`src/rtl/spi_master_ctrl.sv`:
```
// SPI mode-0 master, MSB first, full duplex, one word per valid/ready.
// Registered pins; miso is sampled on the internal sclk-rise event.
//
// Ports:
//   clk, rst (async, active low)
//   tx_data/tx_valid/tx_ready : word in, accepted when idle
//   rx_data/rx_valid          : received word, 1-cycle strobe
//   busy                      : frame in progress
//   sclk/ss/mosi/miso         : SPI pins
module spi_master_ctrl #(
  parameter int DATA_W     = 16,
  parameter int CLK_DIV    = 4,
  parameter int SS_SETUP   = 2,
  parameter int SS_HOLD    = 2,
  parameter int GAP_CYC    = 4,
  parameter int SCLK_TRAIL = 1
) (
  input  logic              clk,
  input  logic              rst,
  input  logic [DATA_W-1:0] tx_data,
  input  logic              tx_valid,
  output logic              tx_ready,
  output logic [DATA_W-1:0] rx_data,
  output logic              rx_valid,
  output logic              busy,
  output logic              sclk,
  output logic              ss,
  output logic              mosi,
  input  logic              miso
);

  localparam int RISES = DATA_W + SCLK_TRAIL;
  localparam int RC_W  = $clog2(RISES + 1);

  localparam int M1 =
    (CLK_DIV > SS_SETUP) ? CLK_DIV : SS_SETUP;
  localparam int M2 =
    (SS_HOLD > GAP_CYC) ? SS_HOLD : GAP_CYC;
  localparam int CMAX  = (M1 > M2) ? M1 : M2;
  localparam int CNT_W = (CMAX > 1) ? $clog2(CMAX) : 1;

  localparam logic [CNT_W-1:0] DIV_END =
    CNT_W'(CLK_DIV - 1);
  localparam logic [CNT_W-1:0] SET_END =
    CNT_W'(SS_SETUP - 1);
  localparam logic [CNT_W-1:0] HLD_END =
    CNT_W'(SS_HOLD - 1);
  localparam logic [CNT_W-1:0] GAP_END =
    CNT_W'(GAP_CYC - 1);
  localparam logic [RC_W-1:0]  RC_DATA =
    RC_W'(DATA_W);
  localparam logic [RC_W-1:0]  RC_LAST =
    RC_W'(RISES);

  typedef enum logic [2:0] {
    S_IDLE,
    S_SETUP,
    S_SHIFT,
    S_HOLD,
    S_GAP
  } state_t;

  state_t           state;
  state_t           state_d;
  logic [CNT_W-1:0] cnt;
  logic [CNT_W-1:0] cnt_d;
  logic             accept;
  logic             tick;
  logic             done;
  logic             rise;
  logic             fall;

  logic [DATA_W-1:0] tx_shift;
  logic [DATA_W-1:0] rx_shift;
  logic [RC_W-1:0]   rise_cnt;

  always_ff @(posedge clk or negedge rst) begin
    if (!rst) begin
      state <= S_IDLE;
      cnt   <= '0;
    end else begin
      state <= state_d;
      cnt   <= cnt_d;
    end
  end

  always_comb begin
    state_d = state;
    cnt_d   = cnt + CNT_W'(1);
    accept  = 1'b0;
    tick    = 1'b0;
    done    = 1'b0;
    unique case (state)
      S_IDLE: begin
        cnt_d = '0;
        if (tx_valid && tx_ready) begin
          accept  = 1'b1;
          state_d = S_SETUP;
        end
      end
      S_SETUP: begin
        if (cnt == SET_END) begin
          cnt_d   = '0;
          state_d = S_SHIFT;
        end
      end
      S_SHIFT: begin
        if (cnt == DIV_END) begin
          cnt_d = '0;
          tick  = 1'b1;
          // last fall: sclk is high and all rises done
          if (sclk && rise_cnt == RC_LAST)
            state_d = S_HOLD;
        end
      end
      S_HOLD: begin
        if (cnt == HLD_END) begin
          cnt_d   = '0;
          done    = 1'b1;
          state_d = S_GAP;
        end
      end
      S_GAP: begin
        if (cnt == GAP_END) begin
          cnt_d   = '0;
          state_d = S_IDLE;
        end
      end
      default: begin
        cnt_d   = '0;
        state_d = S_IDLE;
      end
    endcase
  end

  assign rise = tick && !sclk;
  assign fall = tick && sclk;

  always_ff @(posedge clk or negedge rst) begin
    if (!rst) begin
      tx_ready <= 1'b1;
      busy     <= 1'b0;
      ss       <= 1'b1;
      sclk     <= 1'b0;
      mosi     <= 1'b0;
      rx_valid <= 1'b0;
      rx_data  <= '0;
      tx_shift <= '0;
      rx_shift <= '0;
      rise_cnt <= '0;
    end else begin
      tx_ready <= (state_d == S_IDLE);
      busy     <= (state_d != S_IDLE);
      rx_valid <= 1'b0;

      if (accept) begin
        tx_shift <= tx_data;
        mosi     <= tx_data[DATA_W-1];
        ss       <= 1'b0;
        rise_cnt <= '0;
      end

      if (rise) begin
        sclk     <= 1'b1;
        rise_cnt <= rise_cnt + RC_W'(1);
        // trailing rises carry no data
        if (rise_cnt < RC_DATA)
          rx_shift <= {rx_shift[DATA_W-2:0], miso};
      end

      if (fall) begin
        sclk     <= 1'b0;
        tx_shift <= tx_shift << 1;
        if (rise_cnt < RC_DATA)
          mosi <= tx_shift[DATA_W-2];
        else
          mosi <= 1'b0;
      end

      if (done) begin
        ss       <= 1'b1;
        rx_data  <= rx_shift;
        rx_valid <= 1'b1;
      end
    end
  end

endmodule

```
`config.mk`:
```
export PLATFORM = sky130hd
export DESIGN_NAME = spi_master_ctrl
export DESIGN_NICKNAME = d
export VERILOG_FILES = /design/src/rtl/spi_master_ctrl.sv
export SDC_FILE = /design/constraint.sdc
export NUM_CORES = 1
export LEC_CHECK = 0
export CAP_MARGIN = 25
export CORE_MARGIN = 3
export CORE_UTILIZATION = 30
export DETAILED_ROUTE_END_ITERATION = 6
export GPL_TIMING_DRIVEN = 1
export PLACE_DENSITY = 0.51
export SLEW_MARGIN = 20
export SYNTH_ARGS = -nofsm -noshare
export SYNTH_HDL_FRONTEND = slang
export SYNTH_SLANG_ARGS = --single-unit
```
`constraint.sdc`:
```
create_clock -name clk -period 2.3 [get_ports clk]
set_clock_uncertainty 0.15 [all_clocks]
set_input_delay 0.23 -clock clk [delete_from_list [all_inputs] [get_ports clk]]
set_output_delay 0.23 -clock clk [all_outputs]
set_load 0.05 [all_outputs]
```
==> results of run 1 <==
-- Yosys cell counts (2+ instances only) --
cell       instances  area (um2)
dfrtp_1           61        1530
a31oi_1           15        93.8
dfstp_2            2        52.6
mux2_2            32         360
clkbuf_1           4        15.0
nand2_1            7        26.3
o21ai_0            7        35.0
nor2b_1            2        12.5
nor4b_1            2        17.5
buf_2              3        15.0
nand3_1           19        95.1
inv_1              4        15.0
xor2_1             3        26.3
nor2_1             6        22.5
o2bb2ai_1          2        17.5
ha_1               5        62.6
nor3_1            16        80.1
buf_1              2        7.51
o21ai_1           10        50.1
buf_6              4        45.0
a21oi_1            3        15.0
-- registers in the layout (all words and copies together), names as in the netlist --
name,flops
ss,1
tx_ready,1
cnt,2
sclk,1
tx_shift,15
state,3
mosi,1
rx_valid,1
rise_cnt,5
rx_shift,16
rx_data,16
busy,1
-- power breakdown --
part           leakage (nW)  switching [mW]  internal (mW)
clock                0.0781           0.435          0.385
combinational         0.638          0.0358         0.0382
sequential            0.778         0.00370           1.11
total                  1.49           0.474           1.54
-- layer usage --
layer / GRT usage [%] / share of wire (%)
met1: 16.8 / 50
met3: 3.52 / 2.7
met4: 4.28 / 1.5
met2: 17.6 / 46
met5: 0 / 0
-- layout make-up --
class / instances / area share (%)
flip-flops and latches: 63 / 44.8
repair buffers: 50 / 13.8
well taps: 108 / 3.83
clock buffers: 10 / 3.62
inverters: 6 / 0.639
clock inverters: 6 / 1.06
multi-input cells: 149 / 32.2
-- cells by family (layout without fill, tap and decap cells) --
kind of cell	count (synthesis)	after routing	synth area share [%]
simple gates	62	62	13.7
xor+xnor	3	3	0.929
flops	63	63	55.8
fa+ha+maj	5	5	2.21
mux	32	32	12.7
buf+inv	20	72	3.98
compound gates	47	47	10.6
-- worst reg2reg max path, cell delays in order (launching register included) --
cell and delay, ps:
dfrtp_1 390, ha_1 280, and4bb_2 300, nand2_1 390
o211a_1 370
-- worst max path at each step --
stage | from | to | slack [ps] | cells after the start
3_5_place_dp | cnt[0] | tx_ready | 380 | 4
5_1_grt | sclk | sclk | 30 | 1
4_1_cts | sclk | sclk | 90 | 1
2_1_floorplan | sclk | rx_shift[10] | 400 | 4
3_3_place_gp | cnt[0] | tx_ready | 390 | 4
6_report | sclk | sclk | 120 | 1
==> impl_metrics.ini, run 1 <==
[pwr]
powerDensity_nw_per_um2 = 570
power.leakage_nw = 1.49
ir_drop_v = 0.000270
power_mw = 2.01

[cts]
clkLatencyLatePin_ps = 330
cts_root_buf = clkbuf_8
cts_tree = done
cts_setup_buffers = 0
cts.sinks = 63
clk_pin_slew_ps = 70
cts_hold_buf = 1
htreeDepth = 3
cts_resized = 0
numCtsBuffers = 9
clockBufferDepth = 2

[synthesis]
yosysWarningCount = 0
synth.avg_cell_area_um2 = 12.2
synthFlopType = dfrtp_1
synth_fp_nets = 257
synth.distinct_cells = 44
syn_area_um2 = 2830
synth-edff-count = 0
synthCells = 232
async_flop_share_pct = 100
synth_seq_cells = 63
seq_area_frac_synth_pct = 55.8

[drt]
first_iter_violations = 50
wirelength_um = 5690
ant_nets = 0
routed_via_density = 4.94
wl_per_cell_um = 14.5
vias = 1936
drc_errors = 0
first_pass_iters = 4

[sta]
timing.slew.headroom_pct = 58.1
final.setup.tns_ps = 0
hold_violations = 0
finalCritPeriodShare_pct = 94.8
period_minus_slack_ps = 2180
max_freq_mhz = 459
rsz0062_at_grt = false
worst_slack_ps = 120
finalMaxSlewViolations = 0
holdWs_ps = 104
setup_violations = 0
tightest_slew_ps = 628

[grt]
grt_pass1_vias = 2014
antenna_found_initial = 0
grt_use_total_pct = 12.0
grt_overflow_total = 0
grt_pass1_wl_um = 9940
grt_start_max_net_pins = 30

[setup_path]
slowest_stage = clkdlybuf4s50_1
crit_path_start_kind = register
rr_worst_depth = 4
cp_max_fo = 10
crit_type = reg2out
reg2reg_to = tx_ready
rrSetupSlack_ps = 360
required_ps = 1920
crit_buf_inv = 1
rr_startpoint = cnt[0]
arrival_ps = 1800
cp_top_family = buffers and inverters
critical-path-max-stage-delay_ps = 900
cp_cell_sequence = clkdlybuf4s50_1
worstSetupEndpointType = output pin

[place]
place_hpwl_um = 3850
port_buffers = 41
dp_slack_ps = 376
numPlacedInstances = 375
dpl_cell_area_um2 = 3350
gp_congestion = 0.713

[die]
die_w_um = 103
ioPinCount = 42
die_h_um = 103
core_area_um2 = 8930
initial_utilization_pct = 31.7
fp-row-count = 34
dieArea_um2 = 10600

[layout]
seq_area_um2 = 1580
fin_util_pct = 39.5
layout.nets = 304
multi_input_area_um2 = 1140
drive_gt1_share_pct = 23.9
area_growth_syn_to_layout_pct = 24.7
nFillCells = 887
final_cells = 392
design_area_um2 = 3530
num_antenna_cells = 0
final_cell_mix = dfrtp_1, clkdlybuf4s50_1, mux2_2, nand3_1, nor3_1
mostFrequentLayoutCell = dfrtp_1

[run_status]
run_status = finished clean

[job]
drv_cap = 0

[hold_path]
worstHoldPathType = in2async
No activity file was read; power rests on OpenSTA's default activity.
==> inputs of run 2 (changes only) <==
Settings changed: CORE_UTILIZATION 30 to 35, PLACE_DENSITY 0.51 to 0.58.
==> run 2 against run 1 <==
Effect of this change:
- clock-buffer cell count did not move
- cell area fell by 0.43%
- wire length fell by 2.6%
- sequential share of layout area rose by 0.19 points
- critical endpoint unchanged
- largest cell class unchanged
==> impl_metrics.ini, run 2 (synthesis gave the netlist of run 1 again) <==
[setup_path]
rr_worst_depth = 4
crit_path_start_kind = register
cp_top_family = buffers and inverters
crit_type = reg2out
cp_max_fo = 10
worst-path-stages = 1
critical-path-max-stage-delay_ps = 880
worstSetupEndpointType = output pin
required_ps = 1920
slowest_stage = clkdlybuf4s50_1
arrival_ps = 1780
cp_cell_sequence = clkdlybuf4s50_1
crit_buf_inv = 1

[layout]
num_antenna_cells = 0
fin_util_pct = 45.2
mostFrequentLayoutCell = dfrtp_1
layout.nets = 303
reg_top3 = rx_data (16), rx_shift (16), tx_shift (15)
final_cell_mix = dfrtp_1, clkdlybuf4s50_1, mux2_2, nand3_1, nor3_1
drive_gt1_share_pct = 23.7
area_growth_syn_to_layout_pct = 24.1

[pwr]
power.leakage_nw = 1.49
powerDensity_nw_per_um2 = 573
ir_drop_v = 0.000246

[drt]
vias = 1976
first_iter_violations = 161
wl_per_cell_um = 14.4
ant_nets = 0
first_pass_iters = 5
routed_via_density = 5.13
drc_errors = 0
wirelength_um = 5540

[die]
ioPinCount = 42
die_h_um = 95.9
fp-row-count = 32
initial_utilization_pct = 36.4
die_w_um = 95.9
dieArea_um2 = 9200
core_area_um2 = 7770

[sta]
worst_slack_ps = 140
setup_violations = 0
finalCritPeriodShare_pct = 93.9
tightest_slew_ps = 614
timing.slew.headroom_pct = 58.9
rsz0062_at_grt = false
hold_violations = 0
final.setup.tns_ps = 0
finalMaxSlewViolations = 0
max_freq_mhz = 463
period_minus_slack_ps = 2160

[cts]
clkLatencyLatePin_ps = 330
htreeDepth = 3
cts_tree = done
cts_setup_buffers = 0
cts.sinks = 63
clockBufferDepth = 2
cts_root_buf = clkbuf_8
numCtsBuffers = 9
clk_pin_slew_ps = 80

[grt]
antenna_found_initial = 0
grt_pass1_wl_um = 9380
grt_start_max_net_pins = 64
grt_pass1_vias = 1928
grt_overflow_total = 0
grt_use_total_pct = 13.3

[place]
dp_slack_ps = 352
gp_congestion = 0.715
place_hpwl_um = 3630
port_buffers = 41

[hold_path]
worstHoldPathType = in2async

[run_status]
run_status = finished clean

[job]
drv_cap = 0
[run 2: path summary, 6_finish.rpt]
check                            from  slack (ps)     endpoint
max                              sclk         140         sclk
min                               rst         270  rx_data[10]
max reg2reg                    cnt[0]         360     tx_ready
min reg2reg                    cnt[0]         340       cnt[0]
max in group asynchronous         rst        1390           ss
min in group clk           tx_data[0]         330  tx_shift[0]
[run 2: routing by layer]
layer	global-route usage, %	vias up	part of all wire, %
met5	0	-	0
met4	6.75	0	1.3
met3	3.05	5	4.8
met2	18.9	53	46
met1	18.7	973	48
li1	-	945	-
[run 2: repair_timing]
action	4_1_cts	5_1_grt
hold endpoints to repair	61	0
resized for setup	0	0
hold buffers	1	0
[run 2: cell type report]
class / count / area (um2)
clock inverters: 6 / 37.5
flip-flops and latches: 63 / 1580
clock buffers: 10 / 128
multi-input cells: 149 / 1140
fillers: 722 / 4260
inverters: 6 / 22.5
well taps: 102 / 128
repair buffers: 49 / 480
[run 2: power breakdown]
group	internal [mW]	total [mW]	switching, mW	leakage [nW]
clock network	0.385	0.823	0.438	0.0781
registers	1.11	1.12	0.00385	0.778
logic	0.0374	0.0733	0.0359	0.634
[run 2: metrics by stage]
stage / hold WS (ps) / cells / total power, mW / cell area (um2)
after detailed placement: 119 / 368 / 1.21 / 3340
after global placement: 117 / 368 / 1.21 / 3340
final: 274 / 385 / 2.01 / 3510
after global routing: 312 / 385 / 2.10 / 3510
after CTS: 287 / 385 / 2.04 / 3510
after floorplan: -216 / 232 / 1.15 / 2830
